==> src/rtl/alu_arbiter_pkg.sv <==
// Shared constants for the ALU arbiter: opcode encodings, data width and FSM states.
package alu_arbiter_pkg;

  localparam int unsigned DataWidth = 64;

  localparam logic [3:0] OpAnd   = 4'b0000;
  localparam logic [3:0] OpOrr   = 4'b0001;
  localparam logic [3:0] OpAdd   = 4'b0010;
  localparam logic [3:0] OpSub   = 4'b0110;
  localparam logic [3:0] OpPassB = 4'b0111;

  typedef enum logic [1:0] {
    StIdle = 2'd0,
    StExec = 2'd1,
    StResp = 2'd2
  } state_e;

endpackage

==> src/rtl/alu_arbiter_alu.sv <==
// Combinational 64-bit ALU. Unknown opcodes yield zero; legality is judged by the caller.
module alu
  import alu_arbiter_pkg::*;
(
  input  logic [DataWidth-1:0] a_i,
  input  logic [DataWidth-1:0] b_i,
  input  logic [3:0]           ctrl_i,
  output logic [DataWidth-1:0] w_o,
  output logic                 zero_o
);

  // Opcode decode and datapath
  always_comb begin
    w_o = '0;
    case (ctrl_i)
      OpAnd:   w_o = a_i & b_i;
      OpOrr:   w_o = a_i | b_i;
      OpAdd:   w_o = a_i + b_i;
      OpSub:   w_o = a_i - b_i;
      OpPassB: w_o = b_i;
      default: w_o = '0;
    endcase
    zero_o = (w_o == '0);
  end

endmodule

==> src/rtl/alu_arbiter.sv <==
// Two-requester round-robin front end for a single shared ALU.
// One operation in flight: IDLE (accept) -> EXEC (compute) -> RESP (hold until taken).
module alu_arbiter
  import alu_arbiter_pkg::*;
(
  input  logic        clk,
  input  logic        rst_n,
  input  logic        req0_valid,
  output logic        req0_ready,
  input  logic [63:0] req0_a,
  input  logic [63:0] req0_b,
  input  logic [3:0]  req0_ctrl,
  input  logic        req1_valid,
  output logic        req1_ready,
  input  logic [63:0] req1_a,
  input  logic [63:0] req1_b,
  input  logic [3:0]  req1_ctrl,
  output logic        rsp_valid,
  input  logic        rsp_ready,
  output logic        rsp_id,
  output logic [63:0] rsp_w,
  output logic        rsp_zero,
  output logic        rsp_err
);

  state_e state_q, state_d;
  logic   last_grant_q, last_grant_d;

  logic [63:0] op_a_q, op_a_d;
  logic [63:0] op_b_q, op_b_d;
  logic [3:0]  op_ctrl_q, op_ctrl_d;
  logic        op_id_q, op_id_d;

  logic        rsp_id_q, rsp_id_d;
  logic [63:0] rsp_w_q, rsp_w_d;
  logic        rsp_zero_q, rsp_zero_d;
  logic        rsp_err_q, rsp_err_d;

  logic        grant_valid;
  logic        grant_id;
  logic        accept;
  logic        op_legal;
  logic [63:0] alu_w;
  logic        alu_zero;

  // Round-robin pick: lone requester wins, contention goes to whoever was not served last
  always_comb begin
    grant_valid = 1'b0;
    grant_id    = 1'b0;
    if (req0_valid && req1_valid) begin
      grant_valid = 1'b1;
      grant_id    = ~last_grant_q;
    end else if (req0_valid) begin
      grant_valid = 1'b1;
      grant_id    = 1'b0;
    end else if (req1_valid) begin
      grant_valid = 1'b1;
      grant_id    = 1'b1;
    end
  end

  // Ready only in IDLE and never while reset is asserted; grant implies valid, so ready == accept
  assign accept     = (state_q == StIdle) && grant_valid && rst_n;
  assign req0_ready = accept && !grant_id;
  assign req1_ready = accept && grant_id;
  assign rsp_valid  = (state_q == StResp);

  assign rsp_id   = rsp_id_q;
  assign rsp_w    = rsp_w_q;
  assign rsp_zero = rsp_zero_q;
  assign rsp_err  = rsp_err_q;

  // Opcode legality check on the latched opcode
  always_comb begin
    op_legal = 1'b0;
    case (op_ctrl_q)
      OpAnd, OpOrr, OpAdd, OpSub, OpPassB: op_legal = 1'b1;
      default:                             op_legal = 1'b0;
    endcase
  end

  alu u_alu (
    .a_i    (op_a_q),
    .b_i    (op_b_q),
    .ctrl_i (op_ctrl_q),
    .w_o    (alu_w),
    .zero_o (alu_zero)
  );

  // FSM next state, operand capture on accept and result capture at the end of EXEC
  always_comb begin
    state_d      = state_q;
    last_grant_d = last_grant_q;
    op_a_d       = op_a_q;
    op_b_d       = op_b_q;
    op_ctrl_d    = op_ctrl_q;
    op_id_d      = op_id_q;
    rsp_id_d     = rsp_id_q;
    rsp_w_d      = rsp_w_q;
    rsp_zero_d   = rsp_zero_q;
    rsp_err_d    = rsp_err_q;
    case (state_q)
      StIdle: begin
        if (accept) begin
          state_d      = StExec;
          last_grant_d = grant_id;
          op_id_d      = grant_id;
          op_a_d       = grant_id ? req1_a : req0_a;
          op_b_d       = grant_id ? req1_b : req0_b;
          op_ctrl_d    = grant_id ? req1_ctrl : req0_ctrl;
        end
      end
      StExec: begin
        state_d    = StResp;
        rsp_id_d   = op_id_q;
        rsp_w_d    = op_legal ? alu_w : '0;
        rsp_zero_d = op_legal ? alu_zero : 1'b1;
        rsp_err_d  = ~op_legal;
      end
      StResp: begin
        if (rsp_ready) begin
          state_d = StIdle;
        end
      end
      default: state_d = StIdle;
    endcase
  end

  // State and datapath registers; last_grant resets to 1 so req0 wins the first contention
  always_ff @(posedge clk or negedge rst_n) begin
    if (!rst_n) begin
      state_q      <= StIdle;
      last_grant_q <= 1'b1;
      op_a_q       <= '0;
      op_b_q       <= '0;
      op_ctrl_q    <= '0;
      op_id_q      <= 1'b0;
      rsp_id_q     <= 1'b0;
      rsp_w_q      <= '0;
      rsp_zero_q   <= 1'b0;
      rsp_err_q    <= 1'b0;
    end else begin
      state_q      <= state_d;
      last_grant_q <= last_grant_d;
      op_a_q       <= op_a_d;
      op_b_q       <= op_b_d;
      op_ctrl_q    <= op_ctrl_d;
      op_id_q      <= op_id_d;
      rsp_id_q     <= rsp_id_d;
      rsp_w_q      <= rsp_w_d;
      rsp_zero_q   <= rsp_zero_d;
      rsp_err_q    <= rsp_err_d;
    end
  end

endmodule

==> config.mk <==
export PLATFORM = sky130hd
export DESIGN_NAME = alu_arbiter
export DESIGN_NICKNAME = d
export VERILOG_FILES = /design/src/rtl/alu_arbiter_pkg.sv /design/src/rtl/alu_arbiter_alu.sv /design/src/rtl/alu_arbiter.sv
export SDC_FILE = /design/constraint.sdc
export NUM_CORES = 1
export LEC_CHECK = 0
export CAP_MARGIN = 25
export CORE_ASPECT_RATIO = 1.25
export CORE_UTILIZATION = 39
export DETAILED_ROUTE_END_ITERATION = 16
export DONT_BUFFER_PORTS = 1
export GPL_ROUTABILITY_DRIVEN = 0
export HOLD_SLACK_MARGIN = 0.02
export PLACE_DENSITY = 0.53
export RECOVER_POWER = 100
export SLEW_MARGIN = 20
export SYNTH_ARGS = -nofsm -noshare
export SYNTH_HDL_FRONTEND = slang
export SYNTH_SLANG_ARGS = --single-unit
==> constraint.sdc <==
create_clock -name clk -period 10 [get_ports clk]
set_clock_uncertainty 0.05 [all_clocks]
set_input_delay 1.5 -clock clk [delete_from_list [all_inputs] [get_ports clk]]
set_output_delay 1.5 -clock clk [all_outputs]
set_load 0.05 [all_outputs]
After elaboration in Yosys (flattened, before gate mapping)
Cells that the tools add are included.
{ "totals": {"reg_bits": 203, "latchBits": 0, "mem_bits_rw": 0, "mem_bits_ro": 0, "inputBits": 269, "elab_cells": 51, "mem_count": 0} }
{ "classes": {"add_sub_neg": 2, "mul": 0, "n_div": 0, "order_cmp": 0, "eq_ne": 8, "shifts": 0, "mux": 15, "bitwise": 4, "n_reduce_logical": 12} }
{ "ops": {"columns": ["op", "n"], "rows": [
  ["64-bit case mux with 5 select lines", 1],
  ["64-bit 2-to-1 mux", 3],
  ["64-bit adder", 1],
  ["64-bit AND", 1],
  ["64-bit zero test", 1],
  ["64-bit OR", 1],
  ["64-bit subtractor", 1],
  ["4-bit by 3-bit equality test with 1-bit output (second input constant)", 2],
  ["1-bit 2-to-1 mux", 7],
  ["2-bit case mux with 3 select lines", 1],
  ["1-bit logical AND", 5],
  ["5-bit OR reduction", 1],
  ["4-bit by 1-bit equality test with 1-bit output (second input constant)", 1],
  ["4-bit by 2-bit equality test with 1-bit output (second input constant)", 1],
  ["4-bit zero test", 1],
  ["2-bit 2-to-1 mux", 2],
  ["4-bit 2-to-1 mux", 1],
  ["2-bit AND reduction", 2],
  ["2-bit by 1-bit equality test with 1-bit output (second input constant)", 1],
  ["2-bit equality test (second input constant)", 1],
  ["2-bit zero test", 1],
  ["2-bit by 1-bit inequality test with 1-bit output (second input constant)", 1],
  ["2-bit inequality test (second input constant)", 1],
  ["1-bit NOT", 2],
  ["1-bit zero test", 1]
]} }

Depth between registers and ports, before layout
Gate-level depths: netlist of run 1.
{ "logic_depth": {"word_depth": 7, "ltp_mapped": 26, "mapped_depth_nobuf": 25} }

Hierarchy
From an unflattened synthesis of run 1, not the netlist that was laid out.
{ "hier_totals": {"cells_unflattened": 1971, "hier_area_um2": 16930.0} }
{ "modules_own_cells": {"columns": ["mod", "instances", "cells_each", "area_each_um2"], "rows": [
  ["alu_arbiter", 1, 777, 9162.5],
  ["alu", 1, 1194, 7767.4]
]} }

Least setup slack after synthesis of run 1
OpenSTA, ideal clock, no wires.
{ "synth_path": {"path_type": "reg2reg", "start": "reg op_ctrl_q[0]", "end": "reg rsp_zero_q, in the netlist rsp_zero", "arrival_ns": 6.184, "path_slack_ns": 3.665, "path_stages_with_launch": 24, "n_path_buf": 6, "period_less_slack_ns": 6.335, "path_cell_list": "dfrtp_1 buf_4 nor3b_1 clkbuf_1 buf_1 clkbuf_1 nand2_1 clkbuf_1 clkbuf_1 o21ai_0 inv_1 ha_1 nor2b_1 o31ai_1 a211oi_1 or2_1 xnor2_1 o22ai_1 or4_1 or4_1 or4_1 nor4_1 nand4_1 o32ai_1"} }
{ "synth_via": {"elab_chain_len": 4} }
{ "synth_rtl": {"columns": ["item", "line", "rtl"], "rows": [
  ["start: declaration", "alu_arbiter.sv:31", "logic [3:0] op_ctrl_q, op_ctrl_d;"],
  ["start signal: assignment", "alu_arbiter.sv:147", "op_ctrl_q <= op_ctrl_d;"],
  ["4-bit by 3-bit equality test with 1-bit output (tied with other cells)", "alu_arbiter_alu.sv:15, alu_arbiter.sv:76", null],
  ["64-bit case mux with 5 select lines or 5-bit OR reduction (tied branches)", "alu_arbiter_alu.sv:15, alu_arbiter.sv:76", null],
  ["64-bit zero test or 1-bit 2-to-1 mux (tied branches)", "alu_arbiter_alu.sv:23, alu_arbiter.sv:76", null],
  ["1-bit 2-to-1 mux (*)", "alu_arbiter.sv:117", "rsp_zero_d = op_legal ? alu_zero : 1'b1;"],
  ["end signal: assignment", "alu_arbiter.sv:151", "rsp_zero_q <= rsp_zero_d;"],
  ["end: declaration", "alu_arbiter.sv:36", "logic rsp_zero_q, rsp_zero_d;"]
]} }
Mark *: on every way between the ends. The rest lies on a longest branch, timed or not.
A chain may end at the register's enable or synchronous reset.

Worst setup path after layout of run 1
Same ends and word-level chain as after synthesis.

==> results.json, run 1 <==
{
  "fin_setup_tns_ps": 0,
  "root_buffer": "clkbuf_16",
  "die_y_um": 221,
  "fin_crit_sh_pct": 77.3,
  "synth_cell_types": 80,
  "wl_met3_um": 3890,
  "post_cts_buffers": 0,
  "cp_max_fo": 54,
  "cp-start-kind": "flop",
  "syn_area_um2": 14900,
  "coreArea_um2": 37500,
  "io_buffers": 0,
  "numCtsBuffers": 23,
  "yosys_register_bits": 203,
  "preCtsSetupSlack_ps": 2780,
  "cts_max_level": 1,
  "max_freq_ghz": 0.129,
  "drv_cap": 5,
  "tightest_slew_ps": 3690,
  "grt_pass1_wl_um": 82200,
  "top_layer_used": "met4",
  "track_usage_pct": 27.4,
  "final-setup-viol-count": 0,
  "viasPerCell": 6.49,
  "yosysWarnings": 0,
  "start_util_pct": 39.8,
  "clock-sinks": 203,
  "wl_um": 55100,
  "drt-initial-drc-count": 1717,
  "failed_checks": "capacitance limit, slew limit",
  "syn_to_final_growth_pct": 6.75,
  "grt_pass1_vias": 13800,
  "critPathArrivalTime_ps": 8110,
  "finalCriticalPeriod_ps": 7730,
  "syn_inst": 1809,
  "critPathCaptureType": "flop",
  "worst-setup-path-type": "reg -> reg",
  "ant_nets": 0,
  "final_layout_size_suffix_gt1_share_pct": 3.80,
  "rsz0062_at_grt": "false",
  "dieArea_um2": 39000,
  "clk_path_buf_depth": 3,
  "clkTransAtPathRegs_ps": 60,
  "slew_violations": 253,
  "fin_util_pct": 42.5,
  "overflow": 0,
  "status": "finished with violations",
  "layout_setup_ws_ps": 2270,
  "placedCellCount": 2180,
  "cts_tree": "built",
  "synthArstFlopShare_pct": 100,
  "met2_wirelength_um": 27900,
  "die_x_um": 177,
  "final_net_count": 2057,
  "hold_violations": 0,
  "clk_latency_ps": 540,
  "relSlewSlack_pct": -146,
  "grt_max_degree": 205,
  "drc": 0,
  "antenna_found_initial": 1,
  "final_cells": 2223,
  "syn_nets": 2145,
  "synth-edff-count": 0,
  "routedWlPerCell_um": 24.8,
  "rows": 79,
  "synthFlopType": "dfrtp_1",
  "cts_resized": 0,
  "wl_met1_um": 21200,
  "cp.required_ps": 10380,
  "vias": 14400,
  "firstDrtPassIters": 10,
  "antenna_cells": 0,
  "io_pins": 339,
  "avgSynthCellArea_um2": 8.24,
  "hold_buffers": 0,
  "ys_seq_area_share_pct": 34.1,
  "hpwl_um": 41100,
  "hp-class": "reg -> reg"
}
## layout by cell type (no fill, tap or decap), drive strengths merged, types with 5 or more instances in the layout
master and count:
o211ai 7, a21o 19, or4 13, a22o 23, a221oi 8, a31oi 11
a22oi 7, xor2 57, ha 66, buf 13, a21boi 5, clkbuf 38
o21bai 9, nand4 27, nor2 83, nand3 29, nor3 21, and3 9
nor3b 6, o21ai 115, a222oi 132, nand2 191, nand2b 5, a21oi 243
o22ai 14, nor4 13, dfrtp 202, inv 161, and4 6, o31ai 25
nor4b 5, xnor2 57, a211oi 5, or3 9, o21a 16, nor2b 8
o41ai 10
## final cells by class
| type | count | area (um2) |
|---|---|---|
| multi-input combinational | 1316 | 8730 |
| sequential | 203 | 5080 |
| fill | 3795 | 21500 |
| timing repair buffer | 18 | 156 |
| tap | 486 | 608 |
| inverter | 159 | 597 |
| clock inverter | 8 | 78.8 |
| clock buffer | 33 | 663 |
## kinds of logic after synthesis
family	Yosys count	synth area share (%)
simple gates	444	14.3
compound gates	686	31.4
fa+ha+maj	71	5.95
mux	1	0.0671
flops	203	34.1
buf+inv	290	7.44
xor+xnor	114	6.75
## synth_stat cells (13+ instances only)
| master | number | area share, % |
|---|---|---|
| o22ai_1 | 14 | 0.59 |
| dfrtp_1 | 202 | 34 |
| xor2_1 | 57 | 3.3 |
| o21a_1 | 16 | 0.81 |
| or4_1 | 13 | 0.65 |
| nor2_1 | 83 | 2.1 |
| o21ai_0 | 113 | 3.8 |
| nor3_1 | 21 | 0.70 |
| nand3_1 | 29 | 0.97 |
| buf_1 | 18 | 0.45 |
| nand4_1 | 27 | 1.1 |
| inv_1 | 159 | 4.0 |
| a222oi_1 | 132 | 8.9 |
| clkbuf_1 | 108 | 2.7 |
| a21o_1 | 19 | 0.96 |
| o31ai_1 | 25 | 1.3 |
| nor4_1 | 13 | 0.55 |
| nand2_1 | 191 | 4.8 |
| a22o_1 | 23 | 1.4 |
| a21oi_1 | 243 | 8.2 |
| xnor2_1 | 56 | 3.3 |
| ha_1 | 66 | 5.5 |
## metrics by stage
stage | hold slack (ps) | instance area [um2]
after floorplan | 389 | 14900
after global placement | 416 | 15200
after detailed placement | 424 | 15200
after CTS | 438 | 15900
after global routing | 469 | 15900
final | 441 | 15900
## sequential cells by signal, summed over array words and instances, names as in the netlist, 2 cells and up
register	flops
rsp_w	64
op_ctrl_q	4
state_q	2
op_b_q	64
op_a_q	64
## worst paths after layout
| check | endpoint | from | slack, ps | depth (start not counted) |
|---|---|---|---|---|
| worst max register to register | rsp_zero | op_ctrl_q[0] | 2270 | 22 |
| worst min register to register | op_id_q | op_id_q | 440 | 1 |
| max in group asynchronous | last_grant_q | rst_n | 8980 | 0 |
| worst min-delay path | op_id_q | op_id_q | 440 | 1 |
| min in group asynchronous | op_a_q[33] | rst_n | 600 | 0 |
| worst max-delay path | rsp_zero | op_ctrl_q[0] | 2270 | 22 |
## critical path, stage by stage, from the launching register on
cell and delay (ps):
dfrtp_1 600, nor3b_1 280, buf_4 600, nand2_1 650
clkbuf_1 630, o21ai_0 400, o21a_1 300, nor2b_1 570
o21ai_0 240, xnor2_1 180, ha_1 420, nand2_1 120
nor2_1 310, nand2_1 150, o2111ai_1 210, o311ai_0 150
a41oi_1 230, o211a_1 190, nand4b_1 90, or4_1 550
nor4_1 270, nand4_1 160, o32ai_1 240
## layer usage
layer	global-route usage (%)	vias to the layer above
met5	0	-
met4	11.2	0
met3	3.75	117
met2	48.5	640
met1	33.2	7048
li1	-	6621
Power of run 1 is left out: the tool's default activity adds up to more than one toggle a clock period on the data nets, which glitch-free logic cannot reach.
==> run 2: changes to the inputs <==
- clock period: 10 -> 8.01 ns (I/O delays scaled with it)
==> results.json, run 2 (same netlist as run 1, synthesis figures left out) <==
{
  "status": "finished with violations",
  "failed_checks": "capacitance limit, slew limit",
  "antenna_cells": 0,
  "antenna_found_initial": 0,
  "slew_violations": 284,
  "cts_max_level": 1,
  "clk_path_buf_depth": 3,
  "r2r_cells": 22,
  "max_freq_ghz": 0.132,
  "io_pins": 339,
  "routedWlPerCell_um": 24.3,
  "hpwl_um": 40600,
  "viasPerCell": 6.45,
  "clock-sinks": 203,
  "hold_violations": 0,
  "layout_commonest_cell": "a21oi_1",
  "crit_path_top_delay_cell": "nor4bb_1",
  "hp-class": "in -> async",
  "drc": 0,
  "vias": 14400,
  "fin_setup_tns_ps": 0,
  "fin_crit_sh_pct": 94.3,
  "final_net_count": 2060,
  "cp-start-kind": "flop",
  "numCtsBuffers": 24,
  "die_x_um": 177,
  "final_layout_size_suffix_gt1_share_pct": 4.13,
  "finalCriticalPeriod_ps": 7550,
  "relSlewSlack_pct": -182,
  "dieArea_um2": 39000,
  "grtUsageMet2_pct": 47.5,
  "ant_nets": 0,
  "grt_pass1_vias": 14000,
  "grt_max_degree": 205,
  "clk_latency_ps": 550,
  "track_usage_pct": 27.0,
  "syn_to_final_growth_pct": 7.35,
  "final-setup-viol-count": 0,
  "overflow": 0,
  "cp.required_ps": 8410,
  "drv_cap": 5,
  "hold_buffers": 0,
  "critPathCaptureType": "flop",
  "crit_chain": "or3_1 > nor4bb_1 > nand3_1 > or3_1 > nor2_1 > nor4b_1 > a31oi_1 > o21bai_1 > xnor2_1 > ha_1 > and4_1 > and2_1 > a221o_1 > a31o_2 > a21oi_1 > nand3_1 > nor4b_1 > nand4_1 > or4_1 > nor4_1 > nand4_1 > o32ai_1",
  "cts_tree": "built",
  "drt-initial-drc-count": 1600,
  "post_cts_buffers": 0,
  "cts_resized": 0,
  "final_cell_mix": "a21oi_1 (242), dfrtp_1 (202), nand2_1 (191)",
  "use_met3_pct": 3.59,
  "fillers": 3826,
  "firstDrtPassIters": 9,
  "use_met1_pct": 32.6,
  "wl_um": 54200,
  "rows": 79,
  "critPathArrivalTime_ps": 7950,
  "die_y_um": 221,
  "tightest_slew_ps": 4190,
  "io_buffers": 0,
  "rsz0062_at_grt": "false",
  "cp_max_fo": 7,
  "coreArea_um2": 37500,
  "cp_slowest_stage_delay_ps": 860,
  "root_buffer": "clkbuf_16",
  "busiest_layer": "met2",
  "worst-setup-path-type": "reg -> reg",
  "start_util_pct": 39.8,
  "clkTransAtPathRegs_ps": 60,
  "grt_pass1_wl_um": 81700
}
[run 2: area by class of cell]
type,instances,area (um2),area share (%)
repair buffers,20,129,0.805
multi-input cells,1316,8750,54.6
well taps,486,608,3.80
inverters,159,597,3.73
clock buffers,35,702,4.38
clock inverters,9,146,0.914
flip-flops and latches,203,5080,31.7
[run 2: worst paths after layout]
check                           start            to  slack (ps)
setup / recovery           op_b_q[12]      rsp_zero         460
hold / removal                  rst_n    op_a_q[41]         320
hold reg to reg               op_id_q       op_id_q         450
min in group clk              op_id_q       op_id_q         450
setup reg to reg           op_b_q[12]      rsp_zero         460
max in group asynchronous       rst_n  last_grant_q        7260
[run 2: metrics by stage]
step                worst slack, ps  area [um2]  utilization, %  hold slack [ps]  cells
finish                          460       16000            42.7              323   2228
global route                   47.4       16000            42.7              289   2228
CTS                             627       16100            42.8              276   2227
detailed placement              638       15200            40.6              451   2183
global placement                859       15200            40.6              450   2183
floorplan                      1670       14900               -              389   1809
[run 2: metal layers]
| layer | up-vias | routed length (um) |
|---|---|---|
| li1 | 6634 | - |
| met1 | 7028 | 21400 |
| met2 | 577 | 27100 |
| met3 | 121 | 3410 |
| met4 | 0 | 2340 |
| met5 | - | 0 |
[run 2: critical path: cells and delay by family (launching register included)]
kind / cells / cell delay (ps)
xor gates and xnor gates: 1 / 210
DFF: 1 / 430
AOI/OAI and AO/OA: 6 / 1570
adders and majority gates: 1 / 380
and+or+nand+nor: 14 / 4810
Power of run 2 is left out for the same reason.
